### config.mk
export PLATFORM = sky130hd
export DESIGN_NAME = entrada_stdin
export DESIGN_NICKNAME = d
export VERILOG_FILES = /design/src/rtl/entrada_stdin_pkg.sv /design/src/rtl/entrada_stdin_debouncer.sv /design/src/rtl/entrada_stdin.sv
export SDC_FILE = /design/constraint.sdc
export NUM_CORES = 1
export LEC_CHECK = 0
export ABC_AREA = 1
export ABC_CLOCK_PERIOD_IN_PS = 5600
export CORE_MARGIN = 2
export CORE_UTILIZATION = 52
export DETAILED_ROUTE_END_ITERATION = 10
export PLACE_DENSITY = 0.84
export SLEW_MARGIN = 20
export SYNTH_ARGS = -nofsm -noshare
export SYNTH_HDL_FRONTEND = slang
export SYNTH_SLANG_ARGS = --single-unit
### constraint.sdc
create_clock -name clk -period 5.6 [get_ports clk]
set_clock_uncertainty 0.1 [all_clocks]
set_input_delay 0.84 -clock clk [delete_from_list [all_inputs] [get_ports clk]]
set_output_delay 0.84 -clock clk [all_outputs]
set_load 0.1 [all_outputs]
### src/rtl/entrada_stdin_pkg.sv
// Shared constants and helpers for the memory-mapped stdin peripheral:
// default register addresses, status bit layout and the read-select type.
package entrada_stdin_pkg;

  localparam logic [31:0] END_DADO_PAD   = 32'd60;
  localparam logic [31:0] END_STATUS_PAD = 32'd61;

  localparam int ST_NAOVAZIO = 0;
  localparam int ST_CHEIO    = 1;
  localparam int ST_OVF      = 2;
  localparam int ST_CONT_LSB = 3;

  typedef enum logic [1:0] {
    SEL_NENHUM = 2'd0,
    SEL_DADO   = 2'd1,
    SEL_STATUS = 2'd2
  } sel_t;

  function automatic logic [31:0] empacota_status(
    input logic       nao_vazio,
    input logic       cheio,
    input logic       ovf,
    input logic [3:0] cont
  );
    logic [31:0] w_st;
    w_st                     = 32'd0;
    w_st[ST_NAOVAZIO]        = nao_vazio;
    w_st[ST_CHEIO]           = cheio;
    w_st[ST_OVF]             = ovf;
    w_st[ST_CONT_LSB +: 4]   = cont;
    return w_st;
  endfunction

endpackage

### src/rtl/entrada_stdin_debouncer.sv
// Push-button synchronizer and debouncer; emits a one-cycle pulse on the
// edge where a debounced rising transition is accepted.
module debouncer_botao
  import entrada_stdin_pkg::*;
#(
  parameter int DEB_CICLOS = 16
) (
  input  logic clk,
  input  logic rst,
  input  logic botao,
  output logic pulso_sobe
);

  localparam int CW = (DEB_CICLOS > 1) ? $clog2(DEB_CICLOS) : 1;

  logic          r_meta;
  logic          r_b_s;
  logic          r_estavel;
  logic [CW-1:0] r_cnt;
  logic          w_difere;
  logic          w_fim;

  assign w_difere   = (r_b_s != r_estavel);
  assign w_fim      = w_difere && (r_cnt == CW'(DEB_CICLOS - 1));
  // The pulse coincides with the edge that updates the stable level.
  assign pulso_sobe = w_fim && r_b_s;

  // Two-flop synchronizer for the raw button.
  always_ff @(posedge clk or posedge rst) begin
    if (rst) begin
      r_meta <= 1'b0;
      r_b_s  <= 1'b0;
    end else begin
      r_meta <= botao;
      r_b_s  <= r_meta;
    end
  end

  // Debounce counter and stable level.
  always_ff @(posedge clk or posedge rst) begin
    if (rst) begin
      r_estavel <= 1'b0;
      r_cnt     <= '0;
    end else if (w_fim) begin
      r_estavel <= r_b_s;
      r_cnt     <= '0;
    end else if (w_difere) begin
      r_estavel <= r_estavel;
      r_cnt     <= r_cnt + CW'(1);
    end else begin
      r_estavel <= r_estavel;
      r_cnt     <= '0;
    end
  end

endmodule

### src/rtl/entrada_stdin.sv
// Memory-mapped input peripheral: debounced button presses capture the switch
// bank into a FIFO, read back through data (popping) and status addresses.
module entrada_stdin
  import entrada_stdin_pkg::*;
#(
  parameter int          DEB_CICLOS = 16,
  parameter int          PROF       = 4,
  parameter logic [31:0] END_DADO   = END_DADO_PAD,
  parameter logic [31:0] END_STATUS = END_STATUS_PAD
) (
  input  logic        clk,
  input  logic        rst,
  input  logic        botao,
  input  logic [7:0]  chaves,
  input  logic [31:0] end_lei,
  input  logic        le,
  output logic [31:0] saida,
  output logic        tem_dado
);

  localparam int PW = $clog2(PROF);

  logic [7:0]  r_c_meta;
  logic [7:0]  r_c_s;
  logic [7:0]  r_mem [0:PROF-1];
  logic [PW-1:0] r_head;
  logic [PW-1:0] r_tail;
  logic [PW:0]   r_cont;
  logic          r_ovf;

  logic   w_pulso;
  logic   w_nao_vazio;
  logic   w_cheio;
  logic   w_pop;
  logic   w_aceita;
  logic   w_ovf_novo;
  logic   w_limpa_ovf;
  sel_t   w_sel;

  debouncer_botao #(
    .DEB_CICLOS (DEB_CICLOS)
  ) u_deb (
    .clk        (clk),
    .rst        (rst),
    .botao      (botao),
    .pulso_sobe (w_pulso)
  );

  // Two-flop synchronizer for the switch bank, aligned with the button path.
  always_ff @(posedge clk or posedge rst) begin
    if (rst) begin
      r_c_meta <= 8'd0;
      r_c_s    <= 8'd0;
    end else begin
      r_c_meta <= chaves;
      r_c_s    <= r_c_meta;
    end
  end

  // Address decode for the two mapped registers.
  always_comb begin
    w_sel = SEL_NENHUM;
    if (end_lei == END_DADO) begin
      w_sel = SEL_DADO;
    end else if (end_lei == END_STATUS) begin
      w_sel = SEL_STATUS;
    end else begin
      w_sel = SEL_NENHUM;
    end
  end

  assign w_nao_vazio = (r_cont != '0);
  assign w_cheio     = (r_cont == (PW+1)'(PROF));
  assign w_pop       = le && (w_sel == SEL_DADO) && w_nao_vazio;
  // A same-edge pop frees the slot a full FIFO needs.
  assign w_aceita    = w_pulso && (!w_cheio || w_pop);
  assign w_ovf_novo  = w_pulso && w_cheio && !w_pop;
  assign w_limpa_ovf = le && (w_sel == SEL_STATUS);
  assign tem_dado    = w_nao_vazio;

  // FIFO storage; contents are don't-care until written.
  always_ff @(posedge clk) begin
    if (w_aceita) begin
      r_mem[r_tail] <= r_c_s;
    end
  end

  // Pointers, occupancy and sticky overflow.
  always_ff @(posedge clk or posedge rst) begin
    if (rst) begin
      r_head <= '0;
      r_tail <= '0;
      r_cont <= '0;
      r_ovf  <= 1'b0;
    end else begin
      if (w_pop) begin
        r_head <= r_head + PW'(1);
      end
      if (w_aceita) begin
        r_tail <= r_tail + PW'(1);
      end
      case ({w_aceita, w_pop})
        2'b10:   r_cont <= r_cont + (PW+1)'(1);
        2'b01:   r_cont <= r_cont - (PW+1)'(1);
        default: r_cont <= r_cont;
      endcase
      if (w_ovf_novo) begin
        r_ovf <= 1'b1;
      end else if (w_limpa_ovf) begin
        r_ovf <= 1'b0;
      end else begin
        r_ovf <= r_ovf;
      end
    end
  end

  // Read mux onto the load path.
  always_comb begin
    saida = 32'd0;
    case (w_sel)
      SEL_DADO: begin
        if (w_nao_vazio) begin
          saida = {24'd0, r_mem[r_head]};
        end else begin
          saida = 32'd0;
        end
      end
      SEL_STATUS: saida = empacota_status(w_nao_vazio, w_cheio, r_ovf, 4'(r_cont));
      default:    saida = 32'd0;
    endcase
  end

endmodule
==> impl_metrics.tcl, run 1 <==
set metrics [dict create \
    track_usage_pct 17.3 \
    hp-class "reg -> reg" \
    ir_worst_vdd_uv 182 \
    setup_tns_ns 0 \
    fp.dieH_um 77.9 \
    final_area_um2 3490 \
    worst_slew_pin_slew_ns 0.985 \
    placed_cell_area_um2 3340 \
    final.period_utilization_pct 78.9 \
    grt_max_degree 32 \
    clk_path_buf_depth 2 \
    period_needed_ns 4.42 \
    yosysTopAreaCell "edfxtp_1" \
    drive_gt1_share_pct 9.79 \
    ctsResizeCount 0 \
    cts_setup_buffers 0 \
    cts-root-buf "clkbuf_8" \
    die_w_um 77.9 \
    route.detailed.drc 0 \
    hpwl_um 3580 \
    path_max_fanout 7 \
    worstSetupEndpointType "primary output" \
    overflow 0 \
    crit_family "buffers and inverters" \
    io_buffers 52 \
    drv_slew 0 \
    cts.clk_slew.worst_paths_ns 0.06 \
    yosysUniqueCellTypes 34 \
    synth.area.top_cells "edfxtp_1 34%, dfrtp_1 27%, buf_4 6.3%, nor2_1 6.0%, o21ai_0 4.2%" \
    numCtsBuffers 9 \
    required_ns 4.66 \
    nNetsFinal 373 \
    worst_slack_ns 1.18 \
    antenna_found_initial 0 \
    maxCapViolCount 0 \
    vias 1914 \
    rsz0062_at_grt "false" \
    cp_slowest_cell "clkdlybuf4s50_1" \
    synth.avg_cell_area_um2 10.8 \
    synth_seq_cells 63 \
    status "finished, final reports clean" \
    cp.arrival_ns 3.48 \
    drt-total-wl_um 4920 \
    cts_tree "done" \
    htree_levels 3 \
    area_growth_pct 22.8 \
    setup_viol 0 \
    globalplace.congestion 0.748 \
    synth_seq_area_share_pct 61.2 \
    p_per_area_nw_per_um2 262 \
    hold_viol 0 \
    synth_area_um2 2840 \
    synth_top_area_share_pct 33.9 \
    crit_chain "clkdlybuf4s50_1 > nor2_1 > nand2_1 > nor2_1 > nand2_2 > nor2_8 > inv_2 > nor2_4 > nand2_1 > o21ai_0 > clkdlybuf4s50_1" \
    ys.warnings.count 0 \
    clk_latency_ns 0.32 \
    p_leak_nw 1.48 \
    dp_slack_ns 1.17 \
    ios 77 \
    ant_nets 0 \
    detail_route.iter0.violations 128 \
    synth_cells 263 \
    critPathLaunchType "input pin" \
    grt_first_pass_wirelength_um 8020 \
    num_antenna_cells 0 \
    initial_core_util_pct 54.9 \
    max_slew_margin_pct 34.1 \
    wl_per_cell_um 12.4 \
    grt_pass1_vias 1827 \
    path_class "in -> out" \
    max_freq_ghz 0.226 \
    core_um2 5170 \
    die_area_um2 6060 \
    drt-pass1-iter-count 4 \
    ctsHoldBuffers 0 \
    rows 26 \
    slowest_delay_ns 1.19 \
    cp_num_buf_inv 3 \
    clock_sinks 63 \
    vias_per_cell 4.82 \
]
## through the flow
step           utilization [%]  instances  hold slack (ns)  power, mW
6_report                  67.4        397            0.246      0.914
4_1_cts                   67.4        397            0.249      0.924
2_1_floorplan                -        286            0.231      0.602
5_1_grt                   67.4        397            0.253      0.949
3_3_place_gp              64.5        382            0.232      0.622
3_5_place_dp              64.5        382            0.237      0.624
## worst reg2reg max path, cell delays in order, from the launching register on
cell     delay (ns)
dfrtp_1        0.37
ha_1           0.17
nand2_1        0.05
inv_1          0.06
nand2_1        0.08
nor2_2         0.20
o21ai_4        0.14
nor2_1         0.62
## synth_stat cells
master / instances
o22ai_1: 6
clkbuf_1: 1
ha_1: 5
conb_1: 1
nor2_2: 3
nand3_2: 1
nor2_8: 1
buf_2: 2
o31ai_1: 1
inv_1: 27
nor4_1: 1
nand2_1: 29
o21ai_1: 1
nand4_1: 1
nor3_1: 2
nand4_2: 1
edfxtp_1: 32
xor2_1: 4
a21oi_1: 3
nand3_4: 1
nor3_4: 1
xnor2_1: 1
nor2_4: 1
fa_1: 1
inv_4: 1
nand3_1: 3
nor2_1: 45
o21ai_0: 24
dfrtp_1: 31
inv_2: 3
xor2_2: 1
buf_4: 24
o21ai_4: 1
nand2_2: 3
## worst paths after layout
path                                          startpoint  slack, ns  depth (start not counted)                           to
min in group asynchronous                            rst       0.81                          3  u_deb.r_estavel$_DFFE_PP0N_
worst max-delay path                          end_lei[9]       1.18                         11                     saida[3]
worst min-delay path               r_c_meta[3]$_DFF_PP0_       0.25                          0           r_c_s[3]$_DFF_PP0_
max in group asynchronous                            rst       4.31                          3        r_c_meta[0]$_DFF_PP0_
worst min register to register     r_c_meta[3]$_DFF_PP0_       0.25                          0           r_c_s[3]$_DFF_PP0_
worst max register to register  u_deb.r_cnt[0]$_DFF_PP0_       3.41                          7        r_mem[0][6]$_DFFE_PP_
## state kept, by name (all words and copies together) (netlist names)
name and cells:
u_deb.r_b_s 1, u_deb.r_meta 1, r_mem 32, u_deb.r_estavel 1, u_deb.r_cnt 4, r_c_meta 8
r_ovf 1, r_cont 3, r_tail 2, r_c_s 8, r_head 2
## per-layer routing
layer	global-route usage [%]	wire length, µm	vias to the layer above
li1	-	-	926
met1	19.1	1880	883
met2	29.3	2420	95
met3	6.63	525	10
met4	8.21	99	0
met5	0	0	-
## cell families (layout without fill, tap and decap cells)
| logic type | after synthesis | after routing | synth area share, % |
|---|---|---|---|
| compound gates | 36 | 36 | 7.10 |
| xor+xnor | 6 | 6 | 2.12 |
| fa+ha+maj | 6 | 6 | 2.91 |
| buf+inv | 58 | 99 | 11.0 |
| flops | 63 | 63 | 61.2 |
| other cells | 1 | 24 | 0.132 |
| simple gates | 93 | 93 | 15.5 |
## cell usage in the layout (no fill, tap or decap), types with 4 or more instances in the layout
master	count
buf_4	4
clkbuf_1	4
clkbuf_8	9
clkdlybuf4s50_1	49
conb_1	24
dfrtp_1	31
edfxtp_1	32
ha_1	5
inv_1	27
nand2_1	29
nor2_1	45
o21ai_0	24
o22ai_1	6
xor2_1	4
## where the power goes
group          leakage (nW)  switching, mW  internal (mW)  total [mW]
Combinational         0.755         0.0835         0.0300       0.113
Sequential            0.650        0.00517          0.496       0.501
Clock                0.0749          0.144          0.156       0.300
Total                  1.48          0.232          0.682       0.914
## cell type report
class	instances	area, µm²
Sequential cell	63	1740
Fill cell	351	1690
Multi-Input combinational cell	165	875
Tap cell	70	87.6
Clock buffer	13	139
Inverter	31	119
Clock inverter	2	8.76
Timing Repair Buffer	53	520
Power figures use the tool's default switching activity.
==> run 2, diff against run 1 <==
ABC_CLOCK_PERIOD_IN_PS = 3600   (was 5600)
CORE_UTILIZATION = 43   (was 52)
PLACE_DENSITY = 0.74   (was 0.84)
clock period = 3.6 ns   (was 5.6 ns; I/O delays follow)
==> run 2 against run 1 <==
Net effect: design area grew 6.2%; die area is 20% higher; non-clock buffer count rose by 5; count of clock-buffer cells in the layout decreased by 2; sequential cell count is the same; total power increased by 81%; cell count grew 3.3%.
==> impl_metrics.tcl, run 2 (synthesis results as in run 1) <==
set metrics [dict create \
    r2r_end "r_cont[2]$_DFFE_PP0P_" \
    final_area_um2 3700 \
    overflow 0 \
    globalplace.congestion 0.726 \
    largest_register_ffs 32 \
    ir_worst_vdd_uv 354 \
    swShare_pct 22.9 \
    path_class "in -> out" \
    fin_worst_hold_slack_ns 0.246 \
    cts_tree "done" \
    worst_slew_pin_slew_ns 0.964 \
    path_max_fanout 7 \
    met3_usage_pct 4.09 \
    core_um2 6350 \
    clk_path_buf_depth 2 \
    drv_slew 0 \
    critPathLaunchType "input pin" \
    antenna_found_initial 0 \
    grt_busiest_layer "met2" \
    drive_gt1_share_pct 13.2 \
    htree_levels 3 \
    cts_setup_buffers 0 \
    status "finished, final reports clean" \
    fp.dieH_um 85.2 \
    initial_core_util_pct 44.7 \
    met2_usage_pct 25.8 \
    whs_path_depth 0 \
    max_freq_ghz 0.337 \
    grt_max_degree 32 \
    clock_sinks 63 \
    wl_per_cell_um 12.5 \
    ctsHoldBuffers 0 \
    power_frac_seq_pct 47.2 \
    area_growth_pct 30.4 \
    pwr-share-clk_pct 42.1 \
    setup_viol 0 \
    num_antenna_cells 0 \
    hpwl_um 3730 \
    ant_nets 0 \
    slowest_delay_ns 0.43 \
    io_buffers 52 \
    finalPower_mw 1.65 \
    worstHoldStart "r_c_meta[7]$_DFF_PP0_" \
    ios 77 \
    track_usage_pct 14.7 \
    vias_per_cell 4.66 \
    regMostFlops "r_mem" \
    p_leak_nw 1.58 \
    hold_viol 0 \
    clk_latency_ns 0.33 \
    maxCapViolCount 0 \
    required_ns 2.96 \
    reg_top3 "r_mem (32), r_c_meta (8), r_c_s (8)" \
    rsz0062_at_grt "false" \
    grt_first_pass_wirelength_um 8000 \
    route.detailed.drc 0 \
    crit_family "buffers and inverters" \
    p_switching_mw 0.378 \
    worstSetupEndpointType "primary output" \
    nFillCells 495 \
    p_per_area_nw_per_um2 446 \
    cp.arrival_ns 2.33 \
    cts-root-buf "clkbuf_8" \
    hp-class "reg -> reg" \
    drt-total-wl_um 5110 \
    cp_num_buf_inv 4 \
    die_w_um 85.2 \
    vias 1912 \
    reg2reg_depth 14 \
    power_frac_comb_pct 10.7 \
    cp_slowest_cell "clkdlybuf4s50_1" \
    drt-pass1-iter-count 4 \
    final.period_utilization_pct 82.5 \
    cts.clk_slew.worst_paths_ns 0.06 \
    die_area_um2 7270 \
    ff2ff_setup_slack_ns 1.47 \
    grt_use_met1_pct 15.5 \
    max_slew_margin_pct 35.6 \
    r2r_start "u_deb.r_cnt[0]$_DFF_PP0_" \
    setup_tns_ns 0 \
    final_common_cell "nor2_1" \
    detail_route.iter0.violations 79 \
    numCtsBuffers 9 \
    p_int_mw 1.27 \
    ctsResizeCount 0 \
    period_needed_ns 2.97 \
    crit_chain "clkdlybuf4s50_1 > nor2_1 > nand2_1 > nor2_1 > nand2_2 > nor2_8 > inv_2 > nor2_4 > inv_2 > a21oi_1 > buf_12" \
    whs_endpoint "r_c_s[7]$_DFF_PP0_" \
    grt_pass1_vias 1777 \
    mostFrequentLayoutCells "45 x nor2_1, 44 x clkdlybuf4s50_1, 32 x edfxtp_1" \
    rows 29 \
    placed_cell_area_um2 3470 \
    nNetsFinal 378 \
]
==> run 2: cell types whose count changed in the layout (fill, tap and decap cells not counted), sizes merged <==
cell / previous run / this run
buf: 4 / 14
clkdlybuf4s50: 49 / 44
bufinv: 0 / 3
clkbuf: 13 / 11
==> run 2: worst reg2reg max path, cell delays in order, from the launching register on <==
cell and delay [ns]:
dfrtp_1 0.40, ha_1 0.22, nand2_1 0.06, inv_1 0.04, nand2_1 0.11, nor2_2 0.08
inv_1 0.12, nand4_2 0.17, fa_1 0.43, inv_1 0.06, nand2_1 0.06, nand2_1 0.06
nand2_1 0.04, nand2_1 0.05, inv_1 0.03
==> run 2: power groups by stage <==
stage,combinational [mW],sequential (mW),clock [mW]
finish,0.177,0.779,0.696
global route,0.186,0.780,0.741
CTS,0.178,0.779,0.710
detailed placement,0.178,0.793,0
global placement,0.176,0.792,0
floorplan,0.145,0.791,0
==> run 2: layout make-up <==
type / instances / area (µm²) / share of cell area, %
well taps: 77 / 96.3 / 2.60
clock inverters: 5 / 97.6 / 2.64
multi-input cells: 165 / 875 / 23.6
flip-flops and latches: 63 / 1740 / 46.9
repair buffers: 58 / 646 / 17.4
clock buffers: 11 / 131 / 3.55
inverters: 31 / 119 / 3.21
==> run 2: worst max path at each step <==
stage,start,endpoint,slack (ns),cells after the start
6_report,end_lei[15],saida[6],0.63,11
5_1_grt,end_lei[15],saida[7],0.47,11
4_1_cts,end_lei[0],saida[2],0.61,6
3_5_place_dp,end_lei[0],saida[2],0.61,6
3_3_place_gp,end_lei[0],saida[4],0.64,6
2_1_floorplan,end_lei[7],saida[1],-0.26,5
==> run 2: stage by stage <==
| stage | cells | util (%) | setup slack [ns] |
|---|---|---|---|
| CTS | 410 | 58.3 | 0.612 |
| detailed placement | 394 | 54.7 | 0.609 |
| floorplan | 286 | - | -0.259 |
| global placement | 394 | 54.7 | 0.643 |
| finish | 410 | 58.3 | 0.631 |
| global route | 410 | 58.3 | 0.467 |
==> run 2: metal layers <==
layer / vias to the layer above / part of all wire (%)
li1: 938 / -
met1: 873 / 38
met2: 86 / 51
met3: 15 / 8.4
met4: 0 / 2.9
met5: - / 0
==> run 3, diff against run 2 <==
ABC_CLOCK_PERIOD_IN_PS = 3100   (was 3600)
CORE_UTILIZATION = 48   (was 43)
PLACE_DENSITY = 0.79   (was 0.74)
clock period = 3.1 ns   (was 3.6 ns; I/O delays follow)
==> run 3 against run 2 <==
Net effect: non-clock buffer count rose by 1; sequential cell count did not move; global-route usage rose by 2.2 points; first-iteration DRC count fell by 19%; design area barely moved; wire length rose by 3.4%; critical endpoint is now saida[4].
==> impl_metrics.tcl, run 3 (synthesis results as in run 1) <==
set metrics [dict create \
    status "finished, final reports clean" \
    max_freq_ghz 0.353 \
    cts-root-buf "clkbuf_8" \
    antenna_found_initial 0 \
    die_w_um 80.9 \
    ctsHoldBuffers 0 \
    final_common_cell "nor2_1" \
    cts_setup_buffers 0 \
    fp.dieH_um 80.9 \
    path_class "in -> out" \
    track_usage_pct 16.9 \
    p_per_area_nw_per_um2 504 \
    drive_gt1_share_pct 15.6 \
    critPathLaunchType "input pin" \
    vias 1919 \
    drt-pass1-iter-count 4 \
    rsz0062_at_grt "false" \
    clock_sinks 63 \
    hpwl_um 3770 \
    path_max_fanout 8 \
    grt_max_degree 32 \
    largest_register_ffs 32 \
    grt_first_pass_wirelength_um 8110 \
    nFillCells 446 \
    crit_chain "clkdlybuf4s50_1 > inv_1 > nor4_1 > nand4_1 > o21ai_0 > buf_4 > buf_12" \
    final.period_utilization_pct 91.4 \
    worstSetupEndpointType "primary output" \
    ir_worst_vdd_uv 324 \
    required_ns 2.53 \
    ant_nets 0 \
    globalplace.congestion 0.789 \
    io_buffers 52 \
    setup_viol 0 \
    whs_path_depth 0 \
    clk_path_buf_depth 2 \
    core_um2 5820 \
    num_antenna_cells 0 \
    wl_per_cell_um 12.9 \
    period_needed_ns 2.83 \
    clk_latency_ns 0.33 \
    drt-total-wl_um 5280 \
    numCtsBuffers 9 \
    placed_cell_area_um2 3480 \
    final_area_um2 3700 \
    ios 77 \
    vias_per_cell 4.69 \
    stdcell_count 409 \
    utilization_pct 63.7 \
    overflow 0 \
    rows 28 \
    htree_levels 3 \
    reg_top3 "r_mem (32), r_c_meta (8), r_c_s (8)" \
    maxCapViolCount 0 \
    grt_pass1_vias 1749 \
    slowest_delay_ns 0.49 \
    drv_slew 0 \
    cp_slowest_cell "clkdlybuf4s50_1" \
    setup_tns_ns 0 \
    die_area_um2 6540 \
    dp_cells 393 \
    ctsResizeCount 0 \
    initial_core_util_pct 48.8 \
    regMostFlops "r_mem" \
    cts.clk_slew.worst_paths_ns 0.07 \
    nNetsFinal 379 \
    cts_tree "done" \
    fin_worst_hold_slack_ns 0.249 \
    reg2reg_depth 14 \
    hp-class "reg -> reg" \
    hold_viol 0 \
    area_growth_pct 30.5 \
    mostFrequentLayoutCells "45 x nor2_1, 43 x clkdlybuf4s50_1, 32 x edfxtp_1" \
    route.detailed.drc 0 \
    p_leak_nw 1.58 \
    cp.arrival_ns 2.27 \
    detail_route.iter0.violations 64 \
]
run 3: changes by cell type in the layout (fill, tap and decap cells not counted), moves of 2 or more:
| cell | change |
|---|---|
| inv_6 | +3 |
| clkbuf_1 | -2 |
| a21oi_1 | -2 |
| clkinv_1 | -2 |
| a21oi_2 | +2 |
| buf_4 | +2 |
| bufinv_16 | -2 |
run 3: final timing paths:
| kind | from | end | slack [ns] |
|---|---|---|---|
| worst max register to register | u_deb.r_cnt[0]$_DFF_PP0_ | r_cont[2]$_DFFE_PP0P_ | 0.99 |
| max in group asynchronous | rst | r_cont[0]$_DFFE_PP0P_ | 2.21 |
| worst min-delay path | u_deb.r_meta$_DFF_PP0_ | u_deb.r_b_s$_DFF_PP0_ | 0.25 |
| worst min register to register | u_deb.r_meta$_DFF_PP0_ | u_deb.r_b_s$_DFF_PP0_ | 0.25 |
| worst max-delay path | end_lei[0] | saida[4] | 0.27 |
| min in group asynchronous | rst | r_tail[0]$_DFFE_PP0P_ | 0.41 |
run 3: worst max-delay path, delay by kind of cell:
family / cells / cell delay, ns
compound gates: 1 / 0.34
buf+inv: 4 / 0.87
simple gates: 2 / 0.58
run 3: final cells by class:
type	count	area (µm²)	area share [%]
clock buffers	10	149	4.02
clock inverters	6	72.6	1.96
inverters	31	119	3.21
multi-input cells	165	882	23.8
flip-flops and latches	63	1740	46.9
well taps	75	93.8	2.53
repair buffers	59	651	17.6
run 3: report_power, final:
part	internal [mW]	leakage (nW)	switching [mW]	total [mW]
logic	0.0541	0.817	0.151	0.205
clock network	0.429	0.109	0.327	0.756
registers	0.895	0.650	0.00956	0.904
run 3: stage by stage:
stage                     worst slack (ns)  total power [mW]
after global placement               0.278              1.12
after CTS                            0.228              1.88
after floorplan                     -0.609              1.09
after global routing                 0.127              1.93
after detailed placement             0.228              1.13
final                                0.267              1.87
run 3: layer usage:
metal	share of wire [%]	vias to the layer above	wire length (µm)	track usage (%)
met5	0	-	0	0
met3	9.3	10	490	4.56
met2	48	91	2560	27.9
met4	1.6	0	85	8.14
met1	41	877	2150	20.8
li1	-	941	-	-
==> RTL change: new RTL, flow settings as in run 2 <==
Register the input `end_lei` before use, with the module's reset. The logic sees it one clock later. The other inputs are not delayed to match.
--- a/src/rtl/entrada_stdin.sv
+++ b/src/rtl/entrada_stdin.sv
@@ -19,6 +19,16 @@
 );
 
   localparam int PW = $clog2(PROF);
+
+  logic [31:0] end_lei_q;
+
+  always_ff @(posedge clk or posedge rst) begin
+    if (rst) begin
+      end_lei_q <= '0;
+    end else begin
+      end_lei_q <= end_lei;
+    end
+  end
 
   logic [7:0]  r_c_meta;
   logic [7:0]  r_c_s;
@@ -60,9 +70,9 @@
   // Address decode for the two mapped registers.
   always_comb begin
     w_sel = SEL_NENHUM;
-    if (end_lei == END_DADO) begin
+    if (end_lei_q == END_DADO) begin
       w_sel = SEL_DADO;
-    end else if (end_lei == END_STATUS) begin
+    end else if (end_lei_q == END_STATUS) begin
       w_sel = SEL_STATUS;
     end else begin
       w_sel = SEL_NENHUM;
Check against the original RTL: same outputs for any inputs over 10 cycles, from zero or initial values and one cycle with rst high; that may be too few to reach the edited logic, so the function may still have changed.
==> RTL change against run 2 <==
  * Wire length up 14%
  * Final cell count up 18%
  * Total power up 22%
  * Setup slack better by 0.12 ns
  * Critical endpoint is now saida[0]
  * Synthesized area up 31%
  * Sequential cell count up 32
  * Cell area up 20%
==> RTL change: results (changes against run 2) <==
[global_route]
grt_pass1_vias=2122  ; +19%
track_usage=0.134  ; -0.0126
antenna_found_initial=0  ; unchanged
grt_pass1_wl_mm=9.84  ; +23%
grt_max_degree=31  ; -3.1%

[clocking]
clock_latency_ns=0.36  ; +0.03 ns
h-tree-depth=3  ; unchanged
cts_buffers=9  ; unchanged
cts_setup_buffers=0  ; unchanged
root_buffer=clkbuf_8
cts.clk_slew.worst_paths_ns=0.09  ; +0.03 ns
cts.path.max_buffers=2  ; unchanged
ctsResizeCount=0  ; unchanged

[logic_synthesis]
synthMuxAreaShare=0  ; unchanged
synthArstFlopShare=0.663  ; +0.171
synthTopCellsByCount=dfrtp_1, nand2_1, inv_1
ys_seq_area_frac=0.682  ; +0.0701
synth_compound_area_frac=0.0491  ; -0.0219
yosysWarnings=0  ; unchanged
ys.flop_type=dfrtp_1
synth_edf_count=32  ; unchanged
yosys.area_share.adder=0.0256  ; -0.00354
yosys-top-cells-area=dfrtp_1, edfxtp_1, buf_4
ys_types=34  ; unchanged
synthXorXnorAreaFrac=0.0118  ; -0.00939

[setup_path]
worstPathMaxFanout=19  ; +12
arrival_ns=2.21  ; -0.12 ns

[routing]
drt_wl_total_mm=5.84  ; +14%
vias=2163  ; +13%
drtIter0Drc=128  ; +62%
drt_pass1_iterations=4  ; unchanged

[cells_and_area]
fillers=685  ; +38%
nets=424  ; +12%
drive_gt1_frac=0.135  ; +0.00279
diodes=0  ; unchanged
top_regs=end_lei_q: 32 flops, r_mem: 32 flops

[timing]
relSlewSlack=0.563  ; +0.208
setup_tns_ns=0  ; unchanged

[placement]
portBuffers=52  ; unchanged
dp_hpwl_mm=4.18  ; +12%
gp_congestion=0.852  ; +17%

[worst_hold_path]
hold_path_class=register to register

[run_status]
status=finished clean

[pwr]
power.leakage_nw=1.96  ; +25%
ir_worst_vdd_v=0.000166  ; -53%
power_switching_share=0.257  ; +0.0278

RTL change: changes by cell type in the layout (fill, tap and decap cells not counted), moves of 6 or more:
cell     delta
inv_2       +6
inv_1       +7
dfrtp_1    +32
nand2_1    +21
nor2_1     -19
buf_12      -8
o21ai_0    -15
RTL change: layout make-up:
cell class,count,area (um2),share of cell area
inverter,44,165,0.0372
clock inverter,6,48.8,0.0110
clock buffer,10,149,0.0335
timing repair buffer,54,513,0.115
sequential,95,2540,0.571
multi-input combinational,169,898,0.202
tap,105,131,0.0296
RTL change: kinds of logic after synthesis:
logic type	count (synthesis)
xor+xnor	5
other cells	1
simple gates	104
flops	95
compound gates	29
fa+ha+maj	7
buf+inv	72
RTL change: metal layers:
metal  global-route usage  up-vias  part of all wire
li1                     -     1066                 -
met1                0.165     1004              0.44
met2                0.216       78              0.48
met3               0.0347       15             0.055
met4               0.0758        0             0.024
met5                    0        -                 0
RTL change: critical path, stage by stage, from the launching register on:
cell,delay [ns]
dfrtp_1,0.77
inv_2,0.29
o21ai_0,0.24
o22ai_1,0.11
nand2_1,0.08
nand2_1,0.05
nand2_1,0.05
inv_1,0.04
buf_4,0.22
RTL change: stage by stage:
stage | utilization | cells | setup slack (ns) | cell area [um2] | power, W
6_report | 0.535 | 483 | 0.753 | 4440 | 0.00201
5_1_grt | 0.535 | 483 | 0.581 | 4440 | 0.00210
4_1_cts | 0.535 | 483 | 0.753 | 4440 | 0.00204
3_5_place_dp | 0.512 | 467 | 0.968 | 4250 | 0.00137
3_3_place_gp | 0.512 | 467 | 1.02 | 4250 | 0.00137
2_1_floorplan | - | 336 | 0.439 | 3810 | 0.00133
RTL change: path summary, 6_finish.rpt:
check / start / endpoint / slack [ns] / depth (start not counted)
max: r_head[0]$_DFFE_PP0P_ / saida[0] / 0.75 / 8
min: r_c_meta[5]$_DFF_PP0_ / r_c_s[5]$_DFF_PP0_ / 0.25 / 0
max reg2reg: end_lei_q[21]$_DFF_PP0_ / r_cont[2]$_DFFE_PP0P_ / 1.14 / 14
min reg2reg: r_c_meta[5]$_DFF_PP0_ / r_c_s[5]$_DFF_PP0_ / 0.25 / 0
max in group asynchronous: rst / r_c_meta[5]$_DFF_PP0_ / 2.16 / 3
min in group asynchronous: rst / end_lei_q[19]$_DFF_PP0_ / 0.47 / 2
RTL change: power groups by stage:
stage	registers, W	logic, W	clock network, W
5_1_grt	0.00116	0.000198	0.000738
4_1_cts	0.00116	0.000188	0.000692
6_report	0.00116	0.000186	0.000664
2_1_floorplan	0.00118	0.000154	0
3_3_place_gp	0.00118	0.000186	0
3_5_place_dp	0.00118	0.000188	0
